$ cat src/rtl/seg_scan_driver.sv
// Scans a 4-nibble word onto a 4-digit 7-segment display with anti-ghost gaps.
// Latency: the digit-0 slot shows inputs sampled on its own opening edge; other digits use that frame's snapshot.
// Backpressure: none; the display free-runs and the frame cadence never stalls.
//
// Ports: clk, rst (async, active-high); reg_num / dp_position / reg_frac / reg_neg in;
//        an (digit enables), seg {g,f,e,d,c,b,a}, dp, frame_tick out. Pin polarity set by ACTIVE_LOW.
// Optional feature: define DISP_BLINK_EN to blink the display while the error word 16'hBBBB is shown.
module seg_scan_driver #(
    parameter int REFRESH_DIV  = 50000,
    parameter int BLANK_CYC    = 500,
    parameter int ACTIVE_LOW   = 1,
    parameter int BLINK_FRAMES = 64
) (
    input  logic        clk,
    input  logic        rst,
    input  logic [15:0] reg_num,
    input  logic [3:0]  dp_position,
    input  logic        reg_frac,
    input  logic        reg_neg,
    output logic [3:0]  an,
    output logic [6:0]  seg,
    output logic        dp,
    output logic        frame_tick
);

    localparam int RW = (REFRESH_DIV > 1) ? $clog2(REFRESH_DIV) : 1;
    localparam int BW = (BLANK_CYC > 1) ? $clog2(BLANK_CYC) : 1;
    localparam logic [RW-1:0] SCAN_LAST = RW'(REFRESH_DIV - 1);
    localparam logic [BW-1:0] GAP_LAST  = BW'(BLANK_CYC - 1);
    // Gap count one cycle before the last gap cycle; only meaningful when BLANK_CYC >= 2.
    localparam logic [BW-1:0] GAP_PRE   = BW'((BLANK_CYC >= 2) ? BLANK_CYC - 2 : 0);
    localparam logic INV = (ACTIVE_LOW != 0);

    typedef enum logic {GAP, SCAN} state_t;

    state_t      state;
    logic [BW-1:0] gap_cnt;
    logic [RW-1:0] scan_cnt;
    logic [1:0]  idx;
    logic [15:0] snap_num;
    logic [3:0]  snap_dp;
    logic        snap_frac;
    logic        snap_neg_unused;   // captured with the frame for coherence; nothing here consumes it

    logic        gap_last, scan_last, take_snap, tick_nxt, an_gate;
    logic [15:0] cur_num;
    logic [3:0]  cur_dp;
    logic        cur_frac;
    logic [3:0]  nib;
    logic [6:0]  seg_log;
    logic        dp_log;
    logic [3:0]  an_log;

    assign gap_last  = (state == GAP)  && (gap_cnt == GAP_LAST);
    assign scan_last = (state == SCAN) && (scan_cnt == SCAN_LAST);
    assign take_snap = gap_last && (idx == 2'd0);

    // frame_tick is registered, so it is set on the edge entering the last cycle of the digit-0 gap.
    // With a single-cycle gap that edge is the end of the digit-3 slot.
    assign tick_nxt = (BLANK_CYC == 1) ? (scan_last && (idx == 2'd3))
                                       : ((state == GAP) && (idx == 2'd0) && (gap_cnt == GAP_PRE));

    // Digit 0 is loaded on the snapshot edge itself, so it must see the live inputs.
    always_comb begin
        cur_num  = take_snap ? reg_num     : snap_num;
        cur_dp   = take_snap ? dp_position : snap_dp;
        cur_frac = take_snap ? reg_frac    : snap_frac;
        nib      = cur_num[{idx, 2'b00} +: 4];
        case (nib)
            4'd0:    seg_log = 7'h3F;
            4'd1:    seg_log = 7'h06;
            4'd2:    seg_log = 7'h5B;
            4'd3:    seg_log = 7'h4F;
            4'd4:    seg_log = 7'h66;
            4'd5:    seg_log = 7'h6D;
            4'd6:    seg_log = 7'h7D;
            4'd7:    seg_log = 7'h07;
            4'd8:    seg_log = 7'h7F;
            4'd9:    seg_log = 7'h6F;
            4'd11:   seg_log = 7'h40;
            default: seg_log = 7'h00;
        endcase
        dp_log = cur_frac & cur_dp[idx];
        an_log = (4'b0001 << idx) & {4{an_gate}};
    end

`ifdef DISP_BLINK_EN
    localparam int BFW = (BLINK_FRAMES > 1) ? $clog2(BLINK_FRAMES) : 1;
    localparam logic [BFW-1:0] BF_LAST = BFW'(BLINK_FRAMES - 1);

    logic [BFW-1:0] blink_cnt, blink_cnt_nxt;
    logic           blink_on, blink_on_nxt;

    // Frames are counted at each frame start while the error word persists; the first error
    // frame starts the count from zero in the ON phase.
    always_comb begin
        blink_cnt_nxt = blink_cnt;
        blink_on_nxt  = blink_on;
        if (take_snap) begin
            if (reg_num != 16'hBBBB) begin
                blink_cnt_nxt = '0;
                blink_on_nxt  = 1'b1;
            end else if (snap_num == 16'hBBBB) begin
                if (blink_cnt == BF_LAST) begin
                    blink_cnt_nxt = '0;
                    blink_on_nxt  = ~blink_on;
                end else begin
                    blink_cnt_nxt = blink_cnt + 1'b1;
                end
            end
        end
    end

    always_ff @(posedge clk or posedge rst) begin
        if (rst) begin
            blink_cnt <= '0;
            blink_on  <= 1'b1;
        end else begin
            blink_cnt <= blink_cnt_nxt;
            blink_on  <= blink_on_nxt;
        end
    end

    assign an_gate = blink_on_nxt;
`else
    localparam int blink_frames_unused = BLINK_FRAMES;
    assign an_gate = 1'b1;
`endif

    always_ff @(posedge clk or posedge rst) begin
        if (rst) begin
            state           <= GAP;
            gap_cnt         <= '0;
            scan_cnt        <= '0;
            idx             <= 2'd0;
            snap_num        <= '0;
            snap_dp         <= '0;
            snap_frac       <= 1'b0;
            snap_neg_unused <= 1'b0;
            an              <= {4{INV}};
            seg             <= {7{INV}};
            dp              <= INV;
            frame_tick      <= 1'b0;
        end else begin
            frame_tick <= tick_nxt;
            case (state)
                GAP: begin
                    if (gap_last) begin
                        state   <= SCAN;
                        gap_cnt <= '0;
                        an      <= an_log  ^ {4{INV}};
                        seg     <= seg_log ^ {7{INV}};
                        dp      <= dp_log  ^ INV;
                        if (take_snap) begin
                            snap_num        <= reg_num;
                            snap_dp         <= dp_position;
                            snap_frac       <= reg_frac;
                            snap_neg_unused <= reg_neg;
                        end
                    end else begin
                        gap_cnt <= gap_cnt + 1'b1;
                    end
                end
                SCAN: begin
                    if (scan_last) begin
                        state    <= GAP;
                        scan_cnt <= '0;
                        idx      <= idx + 2'd1;
                        an       <= {4{INV}};
                        seg      <= {7{INV}};
                        dp       <= INV;
                    end else begin
                        scan_cnt <= scan_cnt + 1'b1;
                    end
                end
                default: state <= GAP;
            endcase
        end
    end

endmodule

$ cat config.mk
export PLATFORM = sky130hd
export DESIGN_NAME = seg_scan_driver
export DESIGN_NICKNAME = d
export VERILOG_FILES = /design/src/rtl/seg_scan_driver.sv
export SDC_FILE = /design/constraint.sdc
export NUM_CORES = 1
export LEC_CHECK = 0
export BUFFER_PORTS_ARGS = -buffer_cell sky130_fd_sc_hd__buf_2
export CAP_MARGIN = 20
export CORE_ASPECT_RATIO = 0.5
export CORE_UTILIZATION = 55
export DETAILED_ROUTE_END_ITERATION = 10
export MAX_ROUTING_LAYER = met4
export PLACE_DENSITY = 0.84
export SKIP_CTS_REPAIR_TIMING = 1
export SLEW_MARGIN = 20
export SYNTH_ARGS = -nofsm -noshare
export SYNTH_HDL_FRONTEND = slang
export SYNTH_SLANG_ARGS = --single-unit
$ cat constraint.sdc
create_clock -name clk -period 8.9 [get_ports clk]
set_input_delay 1.78 -clock clk [delete_from_list [all_inputs] [get_ports clk]]
set_output_delay 1.78 -clock clk [all_outputs]
set_load 0.05 [all_outputs]
==> flow_summary.toml <==
[outcome]
outcome = "finished, violations left"
violations = "DRC"

[yosys]
yosysTopAreaCell = "dfrtp_1"
ys_types = 52
netlist_instances = 312
syn_area_mm2 = 0.00328
netlist_top_cells_area = "dfrtp_1 38%, dfstp_2 9.6%, nand2_1 5.5%"
ys_ff_latch = 62
synth.avg_cell_area_um2 = 10.5
synth_warnings = 0
syn_nets = 349
yosys_most_used_dff = "dfrtp_1"
yosysTopAreaCellShare = 0.381
yosysSeqAreaShare = 0.477
async_flop_share = 1.00
synth_edf_count = 0

[route]
wl_per_cell_um = 16.9
avgViaCountPerCell = 5.95
drt-total-wl_mm = 7.25
ant_nets = 0
dr.first_iter.drc_count = 205
first_pass_iters = 7
num_vias = 2545
drc = 4

[cells_and_area]
drive_gt1_frac = 0.262
diodes = 0
syn_to_final_growth_pct = 16.7
nets = 387

[sta]
max_slew_margin = 0.429
setup_viol = 0
fmax_mhz = 250
finalSetupTns_ns = 0
worst_pin_slew_ns = 0.854
hold_viol_final = 0
grt_setup_unrepaired = "false"
slew_viol_final = 0
clock_skew_ns = 0.00378
min_period_ns = 4.01
final.period_utilization = 0.450

[setup_path]
critPathKind = "register to register"
critPathArrivalTime_ns = 4.25
required_ns = 9.14
rrSetupSlack_ns = 4.89
worst-path-max-fanout = 18
r2r_start = "idx[0]"
cp-start-kind = "register"
crit_path_end_kind = "register"
reg2reg_to = "seg[0]"
reg2regPathDepth = 11

[global_routing]
globalRouteOverflowTotal = 0
antenna_found_initial = 0
grtUsageTotal = 0.260
grt_pass1_wl_mm = 12.1
grt_pass1_vias = 2604
grt_max_degree = 63

[hold_path]
hp-class = "register to register"
hold_end = "snap_num[5]"
hold_path_depth = 2
min_from = "snap_num[5]"

[cts]
htreeDepth = 3
clock_path_buffers = 2
clock_latency_ns = 0.33
cts_tree = "yes"
root_buffer = "clkbuf_16"
clock-sinks = 62
cts_buffers = 9
clk_pin_slew_worst_paths_ns = 0.05

[floorplan]
initial_core_util = 0.585
rows = 19
die-area_mm2 = 0.00630
io_pins = 37
coreArea_mm2 = 0.00561
die_h_um = 56.6
die_w_um = 111

[pwr]
power_w = 0.000683
p_per_area_mw_per_mm2 = 178
power.leakage_nw = 1.81
vdd_drop_max_v = 0.0000829

[placement]
gp_congestion = 0.871
portBuffers = 35
dp_hpwl_mm = 4.70

[job]
cap_violations = 0
==> cell usage after synthesis (3+ instances only) <==
master and instances:
dfrtp_1 50, nand2_1 48, nor2_1 25, o21ai_0 20, mux2_2 14, ha_1 13
dfstp_2 12, inv_1 11, nand2b_1 10, nand3_1 10, a21oi_1 9, xnor2_1 8
xor2_1 8, clkbuf_1 6, and3_1 5, mux4_2 4, nor3_1 4, a2111oi_0 3
a32oi_1 3, nand4_1 3, or3_1 3
==> where the power goes <==
group          internal, W  leakage [nW]  switching [W]
combinational   0.00000967         0.901      0.0000158
clock             0.000252         0.157       0.000119
sequential        0.000286         0.751     0.00000131
total             0.000547          1.81       0.000136
==> per-stage QoR <==
step	instance area (um2)	instances	hold WS (ns)	utilization	worst slack, ns
after floorplan	3280	312	0.446	-	5.52
after global placement	3510	412	0.458	0.626	5.13
after detailed placement	3510	412	0.469	0.626	4.96
after CTS	3830	428	0.484	0.683	4.93
after global routing	3830	428	0.507	0.683	4.61
final	3830	428	0.487	0.683	4.89
==> cells by family (layout without fill, tap and decap cells) <==
group	after synthesis	in the layout	share of synthesized area
AOI/OAI and AO/OA	49	49	0.0922
xor gates and xnor gates	16	16	0.0427
buffers and inverters	22	65	0.0278
muxes	25	25	0.111
DFF	62	62	0.477
adders and majority gates	13	13	0.0495
and+or+nand+nor	125	125	0.200
==> metal layers <==
layer | track usage | routed length [um] | up-vias
li1 | - | - | 1170
met1 | 0.294 | 2920 | 1251
met2 | 0.447 | 3770 | 107
met3 | 0.0616 | 419 | 17
met4 | 0.118 | 134 | 0
met5 | - | 0 | -
==> sequential cells by signal, indices dropped and copies added, names as in the netlist <==
register / count
scan_cnt: 16
frame_tick: 1
gap_cnt: 9
an: 4
dp: 1
snap_num: 16
snap_frac: 1
snap_dp: 4
seg: 7
idx: 2
state: 1
==> worst max-delay path by stage <==
stage                start     end  slack, ns  depth (start not counted)
6_report            idx[0]  seg[0]       4.89                         11
5_1_grt             idx[0]  seg[3]       4.61                         11
4_1_cts             idx[0]  seg[0]       4.93                         11
3_5_place_dp        idx[0]  seg[0]       4.96                         11
3_3_place_gp        idx[0]  seg[0]       5.13                         11
2_1_floorplan  reg_num[13]  seg[4]       5.52                          7
==> cells in the final DEF, fill, tap and decap left out, types with 2 or more instances in the layout <==
master / n
nand2b_1: 10
xor2_1: 8
nand4b_1: 2
o32ai_1: 2
nor3_1: 4
mux2_2: 14
nor2_1: 25
a32oi_1: 3
clkinv_2: 2
inv_1: 10
o21ai_1: 2
a2111oi_0: 3
and2_1: 2
a21oi_2: 2
nand3b_1: 2
mux4_2: 4
a21oi_1: 9
nor2b_1: 2
o21ai_0: 20
nand2_1: 48
bufinv_16: 2
xnor2_1: 8
and3_1: 5
dfrtp_1: 50
dfstp_2: 12
o22ai_1: 2
ha_1: 13
inv_2: 2
mux2_4: 2
mux4_1: 2
nand3_1: 10
clkbuf_16: 9
buf_2: 35
or3_1: 3
clkbuf_1: 2
nand4_1: 3
mux2i_1: 2
==> critical path, stage by stage (launching register included) <==
cell and delay (ns):
dfrtp_1 0.71, clkinv_1 0.44, ha_1 0.36, and3b_1 0.26, nand3_4 0.25, mux4_1 0.59, mux2i_1 0.50, inv_1 0.16
ha_1 0.24, and3_1 0.15, o21ai_0 0.18, a21oi_1 0.09
==> layout make-up <==
class / instances / area [um2]
Clock buffer: 12 / 246
Clock inverter: 4 / 70.1
Fill cell: 394 / 1780
Inverter: 13 / 48.8
Multi-Input combinational cell: 228 / 1630
Sequential cell: 62 / 1570
Tap cell: 73 / 91.3
Timing Repair Buffer: 36 / 183
Note: power is estimated with default switching activity, not from simulation.
